## src/rtl/usb_mem_readback.sv

```systemverilog
// usb_mem_readback: SDRAM-to-USB readback engine in the mem_clk domain.
// Takes a (start address, burst count) command and issues 8-word read
// bursts to sdrc_core while the video reader is idle. Returned words are
// buffered and streamed to the FT245 side as bytes, low byte first.
// Ports:
//   mem_clk, reset_n (async, active-low)
//   cmd_valid/cmd_ready/cmd_addr/cmd_nburst : readback command
//   mem_idle, mem_rd_req/mem_rd_addr/mem_req_ack : burst request
//   mem_rd_valid/mem_rd_data : returned words (bus shared with video)
//   tx_data/tx_valid/tx_ready : byte stream out
//   busy, done : transfer status
// Optional: READBACK_HDR_EN prepends the header A5,5A,nburst[7:0],nburst[15:8].
module usb_mem_readback #(
  parameter int BURST   = 8,
  parameter int FIFO_AW = 5
) (
  input  logic        mem_clk,
  input  logic        reset_n,
  input  logic        cmd_valid,
  output logic        cmd_ready,
  input  logic [24:0] cmd_addr,
  input  logic [15:0] cmd_nburst,
  input  logic        mem_idle,
  output logic        mem_rd_req,
  output logic [24:0] mem_rd_addr,
  input  logic        mem_req_ack,
  input  logic        mem_rd_valid,
  input  logic [15:0] mem_rd_data,
  output logic [7:0]  tx_data,
  output logic        tx_valid,
  input  logic        tx_ready,
  output logic        busy,
  output logic        done
);

  localparam int BW = $clog2(BURST);
  localparam int CW = FIFO_AW + 1;
  localparam logic [CW-1:0] DEPTH   = CW'(2 ** FIFO_AW);
  localparam logic [CW-1:0] BURST_C = CW'(BURST);

  localparam logic [2:0] S_IDLE  = 3'd0;
  localparam logic [2:0] S_REQ   = 3'd1;
  localparam logic [2:0] S_DATA  = 3'd2;
  localparam logic [2:0] S_DRAIN = 3'd3;
`ifdef READBACK_HDR_EN
  localparam logic [2:0] S_HDR   = 3'd4;
`endif

  logic [2:0]    r_state;
  logic [24:0]   r_addr;
  logic [15:0]   r_nb;
  logic          r_req;
  logic [BW-1:0] r_wcnt;
  logic [CW-1:0] r_resv;
  logic [CW-1:0] r_cnt;
  logic [FIFO_AW-1:0] r_wp;
  logic [FIFO_AW-1:0] r_rp;
  logic [15:0]   r_mem [2**FIFO_AW];
  logic          r_hi;
  logic          r_done0;

  logic          w_accept;
  logic          w_wr;
  logic          w_rd;
  logic          w_fire;
  logic          w_data_valid;
  logic          w_hdr_act;
  logic          w_hdr_done;
  logic [7:0]    w_hdr_byte;
  logic [15:0]   w_word;
  logic [CW-1:0] w_free;
  logic          w_last;
  logic          w_unused_addr;

  assign w_unused_addr = ^cmd_addr[2:0];

`ifdef READBACK_HDR_EN
  logic [1:0] r_hcnt;

  always_comb begin
    w_hdr_byte = 8'hA5;
    unique case (r_hcnt)
      2'd0: w_hdr_byte = 8'hA5;
      2'd1: w_hdr_byte = 8'h5A;
      2'd2: w_hdr_byte = r_nb[7:0];
      default: w_hdr_byte = r_nb[15:8];
    endcase
  end

  assign w_hdr_act  = (r_state == S_HDR);
  assign w_hdr_done = w_hdr_act & w_fire &
                      (r_hcnt == 2'd3) & (r_nb == 16'd0);
`else
  assign w_hdr_act  = 1'b0;
  assign w_hdr_byte = 8'h00;
  assign w_hdr_done = 1'b0;
`endif

  assign w_accept     = cmd_valid & cmd_ready;
  assign w_wr         = (r_state == S_DATA) & mem_rd_valid;
  assign w_data_valid = (r_cnt != '0);
  assign w_word       = r_mem[r_rp];
  assign w_fire       = tx_valid & tx_ready;
  // A word leaves the buffer once its high byte is taken.
  assign w_rd         = w_fire & ~w_hdr_act & r_hi;
  // Reserved words keep a granted burst from overrunning the buffer.
  assign w_free       = DEPTH - r_cnt - r_resv;
  assign w_last       = (r_state == S_DRAIN) & w_rd & (r_cnt == CW'(1));

  assign tx_valid    = w_hdr_act | w_data_valid;
  assign tx_data     = w_hdr_act    ? w_hdr_byte :
                       w_data_valid ? (r_hi ? w_word[15:8] : w_word[7:0]) :
                                      8'h00;
  assign cmd_ready   = (r_state == S_IDLE) & ~r_done0;
  assign busy        = (r_state != S_IDLE) | r_done0;
  assign done        = r_done0 | w_last | w_hdr_done;
  assign mem_rd_req  = r_req;
  assign mem_rd_addr = r_req ? r_addr : 25'd0;

  always_ff @(posedge mem_clk) begin
    if (w_wr) r_mem[r_wp] <= mem_rd_data;
  end

  always_ff @(posedge mem_clk or negedge reset_n) begin
    if (!reset_n) begin
      r_wp  <= '0;
      r_rp  <= '0;
      r_cnt <= '0;
      r_hi  <= 1'b0;
    end else begin
      if (w_wr) r_wp <= r_wp + 1'b1;
      if (w_rd) r_rp <= r_rp + 1'b1;
      r_cnt <= r_cnt + CW'(w_wr) - CW'(w_rd);
      if (w_fire & ~w_hdr_act) r_hi <= ~r_hi;
    end
  end

  always_ff @(posedge mem_clk or negedge reset_n) begin
    if (!reset_n) begin
      r_state <= S_IDLE;
      r_addr  <= '0;
      r_nb    <= '0;
      r_req   <= 1'b0;
      r_wcnt  <= '0;
      r_resv  <= '0;
      r_done0 <= 1'b0;
`ifdef READBACK_HDR_EN
      r_hcnt  <= '0;
`endif
    end else begin
      r_done0 <= 1'b0;
      unique case (r_state)
        S_IDLE: begin
          if (w_accept) begin
            r_addr <= {cmd_addr[24:3], 3'b000};
            r_nb   <= cmd_nburst;
`ifdef READBACK_HDR_EN
            r_hcnt  <= 2'd0;
            r_state <= S_HDR;
`else
            if (cmd_nburst != 16'd0) r_state <= S_REQ;
            else r_done0 <= 1'b1;
`endif
          end
        end
`ifdef READBACK_HDR_EN
        S_HDR: begin
          if (w_fire) begin
            r_hcnt <= r_hcnt + 2'd1;
            if (r_hcnt == 2'd3)
              r_state <= (r_nb == 16'd0) ? S_IDLE : S_REQ;
          end
        end
`endif
        S_REQ: begin
          if (!r_req) begin
            if (mem_idle && (w_free >= BURST_C)) r_req <= 1'b1;
          end else if (mem_req_ack) begin
            r_req   <= 1'b0;
            r_resv  <= BURST_C;
            r_wcnt  <= '0;
            r_state <= S_DATA;
          end
        end
        S_DATA: begin
          if (mem_rd_valid) begin
            r_wcnt <= r_wcnt + 1'b1;
            r_resv <= r_resv - CW'(1);
            if (r_wcnt == BW'(BURST - 1)) begin
              r_nb    <= r_nb - 16'd1;
              r_addr  <= r_addr + 25'(BURST);
              r_state <= (r_nb == 16'd1) ? S_DRAIN : S_REQ;
            end
          end
        end
        S_DRAIN: begin
          if (w_last) r_state <= S_IDLE;
        end
        default: r_state <= S_IDLE;
      endcase
    end
  end

endmodule
```

## config.mk

```make
export PLATFORM = sky130hd
export DESIGN_NAME = usb_mem_readback
export DESIGN_NICKNAME = d
export VERILOG_FILES = /design/src/rtl/usb_mem_readback.sv
export SDC_FILE = /design/constraint.sdc
export NUM_CORES = 1
export LEC_CHECK = 0
export ABC_AREA = 1
export ABC_CLOCK_PERIOD_IN_PS = 5000
export BUFFER_PORTS_ARGS = -buffer_cell sky130_fd_sc_hd__buf_2
export CAP_MARGIN = 0
export CORE_MARGIN = 3
export CORE_UTILIZATION = 55
export CTS_BUF_LIST = sky130_fd_sc_hd__clkbuf_16
export DETAILED_ROUTE_END_ITERATION = 10
export PLACE_DENSITY_LB_ADDON = 0.08
export SETUP_SLACK_MARGIN = 0.2
export SLEW_MARGIN = 10
export SYNTH_ARGS = -nofsm -noshare
export SYNTH_HDL_FRONTEND = slang
export SYNTH_SLANG_ARGS = --single-unit
```

## constraint.sdc

```tcl
create_clock -name mem_clk -period 5 [get_ports mem_clk]
set_input_delay 0 -clock mem_clk [delete_from_list [all_inputs] [get_ports mem_clk]]
set_output_delay 0 -clock mem_clk [all_outputs]
set_load 0.02 [all_outputs]
```

==> results.md <==
Drt:
- The ratio of routed vias to standard cells is 5.497.
- After detailed routing, the number of remaining DRC violations is 0.
- Summed over all layers, the routed wires come to 67790 µm.
- The first detailed-routing pass took 5 iterations.
- In this run the remaining antenna-violating nets after routing total 0.
- In the final routed layout, each cell accounts on average for 19.80 µm.
- The number of violations reported at the end of detailed-routing iteration 0 is 2104.
- The vias after detailed routing is 18821.

Finish:
- The share of layout cells above drive strength 1 is 0.08700.
- The total number of nets in the final design is 2858.
- Relative to the synthesized area, the layout overhead comes to 14.21%.
- The sequential cell area is 17080 µm².
- The number of fillers in the final layout is 3728.
- In the final layout, the multi-input gates occupy 7330 µm².

Clock network:
- Clock tree synthesis selected as its root buffer the cell sky130_fd_sc_hd__clkbuf_16.
- The TritonCTS clock tree is done.
- TritonCTS created 60 clock buffers.
- The clock latency on the worst-skew pair is 0.63 ns.
- The clock passes through at most 3 buffers.
- The count of H-tree levels built during CTS is 2.
- The post-CTS clock slew at the launch and capture registers of the worst setup and hold paths is 0.06 ns.
- The clock sink count is 580.
- The number of hold buffers added after CTS was 62.
- The buffer count from post-CTS setup fixing is 0.
- The number of cells upsized or downsized after cts is 0.

Timing:
- The final setup violation count is 0.
- At the pin with the least slew margin, the transition time is 1.024 ns.
- For the final database, setup skew stands at 0.01957 ns.
- The headroom to the max-slew limit is 0.3173.
- The achievable clock frequency is 263.7 MHz.
- The count of final max-slew check failures came to 0.
- Setup repair after global routing left no endpoint under its margin.
- Summed over all failing endpoints, the final setup total negative slack is 0 ns.
- Dividing the final minimum period by the clock period gives 0.7584.
- The hold violation total from the final report is 0.
- The time the final worst path needs with I/O delays and setup is 3.792 ns.

Floorplan:
- The die outline height is 223.4 µm.
- The floorplan step defined a die boundary enclosing 49900 µm².
- The top-level I/O count is 102.
- The row count is 79.
- The core footprint is 46650 µm².
- Measured along the x axis, the die boundary spans 223.4 µm.
- The initial utilization of the core area, before any placement, comes to 0.5571.

Worst setup path:
- The worst setup path is captured at an output port.
- Data on the critical path arrives at its endpoint at 3.79 ns.
- In this run the critical register-to-register path is launched from r_state[1].
- The number of cell instances on the worst register-to-register path is 11.
- The kind of critical path is reg -> out.
- The critical path startpoint category is a flip-flop.
- STA puts the critical path data required time at 5.00 ns.
- Along the worst path, the maximum fanout reaches 36.
- The critical path goes through buf_4, clkinv_1, nand2_1, inv_1, nand2_1, nand2_1, nor2_1, nand2_1, nand3_1, a21oi_1, buf_2.
- The most critical setup path has its endpoint at tx_data[7].
- The critical path starts at r_rp[2].
- In this run the critical register-to-register path is captured at r_nb[5].
- The setup slack of the worst register-to-register path is 2.11 ns.
- On the worst path, the slowest cell contributes a delay of 0.58 ns.
- The cell with the most instances on the worst path is sky130_fd_sc_hd__nand2_1.
- The cell with the largest stage delay on the worst path is sky130_fd_sc_hd__nand2_1.

Global route:
- The number of antenna violations at the first check in global routing is 3.
- Summed over all layers, the global routing overflow is 0.
- The first global-routing pass estimated 103100 µm of wire.
- For this run, the total global-route usage over all layers was measured as 0.2712.
- The number of global-route vias before repair was 17630.
- The maximum number of pins on one net before global-route repair is 205.

Placed design:
- The count of port buffers added during placement is 95.
- Detailed placement finished with a half-perimeter wire length of 39800 µm.
- At the end of routability-driven placement, the weighted congestion stood at 0.8789.

Yosys:
- The synthesized netlist occupies a cell area of 25990 µm².
- The synthesized design contains 512 enable-type register cells.
- The synthesized netlist contains 41 unique library cells.
- The instance count of the mapped netlist is 2620.
- Of all cell types, the one taking the most synthesized area is sky130_fd_sc_hd__edfxtp_1.
- The proportion of register bits with asynchronous set or reset after synthesis is 0.1172.
- For this run, the number of Yosys warnings is 0.
- The number of register bits inferred by synthesis is 580.
- Yosys attributes the largest share of cell area to sky130_fd_sc_hd__edfxtp_1, sky130_fd_sc_hd__nand2_1, sky130_fd_sc_hd__dfrtp_1.
- The mean cell area of the mapped netlist is 9.921 µm².
- For this run, the register share of the synthesized area comes to 0.6570.
- In the synthesized netlist the dominant register cell turns out to be sky130_fd_sc_hd__edfxtp_1.
- The share of Yosys cell area claimed by the top area cell type is 0.5915.

Run:
- The tool flagged a number of max-cap violations equal to 0.

Power:
- Summed over all cells, the static leakage comes to 12.39 nW.
- Power spread over the standard cell area amounts to 557.0 nW/µm².
- VDD sags by at most 0.4677 mV.
- The total power consumption of the routed design is 16.54 mW.

Hold path:
- The path class of the tightest hold or removal check is in -> reg.

Run status:
- The run finished with clean final reports.
cell usage in the layout, fill, tap and decap left out, types with 2 or more instances in the layout:
master                            n
sky130_fd_sc_hd__nand2_1        747
sky130_fd_sc_hd__edfxtp_1       512
sky130_fd_sc_hd__nor2_1         315
sky130_fd_sc_hd__inv_1          285
sky130_fd_sc_hd__nand3_1        228
sky130_fd_sc_hd__o21ai_0        146
sky130_fd_sc_hd__buf_2           95
sky130_fd_sc_hd__a21oi_1         82
sky130_fd_sc_hd__dfrtp_1         66
sky130_fd_sc_hd__dlygate4sd3_1   62
sky130_fd_sc_hd__clkbuf_16       60
sky130_fd_sc_hd__buf_4           46
sky130_fd_sc_hd__ha_1            28
sky130_fd_sc_hd__xor2_1          19
sky130_fd_sc_hd__clkinv_1        19
sky130_fd_sc_hd__nand4_1         14
sky130_fd_sc_hd__o211ai_1        11
sky130_fd_sc_hd__clkinv_2         9
sky130_fd_sc_hd__or2_2            8
sky130_fd_sc_hd__bufinv_16        8
sky130_fd_sc_hd__o22ai_1          6
sky130_fd_sc_hd__a22oi_1          5
sky130_fd_sc_hd__nor3_1           4
sky130_fd_sc_hd__inv_6            3
sky130_fd_sc_hd__inv_2            3
sky130_fd_sc_hd__o31ai_1          3
sky130_fd_sc_hd__conb_1           3
sky130_fd_sc_hd__buf_12           3
sky130_fd_sc_hd__nor2_2           2
sky130_fd_sc_hd__a21o_1           2
sky130_fd_sc_hd__nor4_1           2
sky130_fd_sc_hd__fa_1             2
sky130_fd_sc_hd__dfrtp_4          2
report_power, final:
group | leakage (nW) | total, mW | switching, mW | internal, mW
Sequential | 5.41 | 6.02 | 0.411 | 5.61
Clock | 1.02 | 4.43 | 1.84 | 2.59
Combinational | 5.95 | 6.09 | 4.28 | 1.81
critical path: cells and delay by family, from the launching register on:
kind                   cells  cell delay [ns]
AND/OR/NAND/NOR            6             1.32
buffers and inverters      4             1.34
flip-flops                 1             0.33
AO/OA/AOI/OAI              1             0.16
final cells by class:
class / instances / area share
Antenna cell: 1 / 0.00008430
Clock buffer: 60 / 0.05058
Clock inverter: 54 / 0.01564
Inverter: 276 / 0.03515
Multi-Input combinational cell: 1640 / 0.2469
Sequential cell: 580 / 0.5755
Tap cell: 607 / 0.02558
Timing Repair Buffer: 206 / 0.05058
cells by family after synthesis:
family	synth area share
mux	0.0003851
compound gates	0.05314
xor+xnor	0.006739
flops	0.6570
buf+inv	0.06142
simple gates	0.2062
other cells	0.0001443
fa+ha+maj	0.01502
per-stage QoR:
stage,instances,hold WS (ns),instance area (µm²),setup slack [ns],util
2_1_floorplan,2622,-0.2956,26000,2.369,-
3_3_place_gp,3247,0.2634,27100,1.906,0.5808
3_5_place_dp,3247,0.2534,27100,1.873,0.5808
4_1_cts,3423,0.003275,29680,1.194,0.6362
5_1_grt,3424,0.01001,29690,1.025,0.6363
6_report,3424,0.03802,29690,1.208,0.6363
cell usage after synthesis, types with 6 or more instances:
library cell,count
sky130_fd_sc_hd__buf_4,7
sky130_fd_sc_hd__o22ai_1,6
sky130_fd_sc_hd__buf_1,15
sky130_fd_sc_hd__or2_2,8
sky130_fd_sc_hd__a21oi_1,82
sky130_fd_sc_hd__xor2_1,19
sky130_fd_sc_hd__clkbuf_1,55
sky130_fd_sc_hd__o211ai_1,11
sky130_fd_sc_hd__inv_1,268
sky130_fd_sc_hd__nand2_1,747
sky130_fd_sc_hd__buf_2,49
sky130_fd_sc_hd__nor2_1,316
sky130_fd_sc_hd__nand4_1,14
sky130_fd_sc_hd__o21ai_0,146
sky130_fd_sc_hd__edfxtp_1,512
sky130_fd_sc_hd__nand3_1,228
sky130_fd_sc_hd__ha_1,28
sky130_fd_sc_hd__dfrtp_1,68
layer usage:
layer	vias up	share of wire	global-route usage	routed length [µm]
met5	-	0.00019	0	13
met4	2	0.027	0.08069	1846
met3	113	0.077	0.04553	5230
met2	747	0.47	0.4410	32010
met1	9028	0.42	0.3807	28680
li1	8931	-	-	-
state kept, by name, indices dropped and copies added (netlist names):
register	flops
r_state	2
r_nb	16
r_wcnt	3
mem_rd_req	1
r_wp	5
r_done0	1
r_addr	22
r_rp	5
r_cnt	6
r_mem	512
r_resv	6
r_hi	1
how the worst min path moves through the flow:
| stage | startpoint | end | depth (start not counted) |
|---|---|---|---|
| after floorplan | reset_n | mem_rd_req | 0 |
| after global placement | cmd_valid | r_done0 | 3 |
| after detailed placement | cmd_valid | r_done0 | 3 |
| after CTS | mem_rd_data[9] | r_mem[4][9] | 1 |
| after global routing | mem_rd_data[9] | r_mem[4][9] | 1 |
| final | mem_rd_data[9] | r_mem[5][9] | 1 |
No activity file was read; power rests on OpenSTA's default activity.
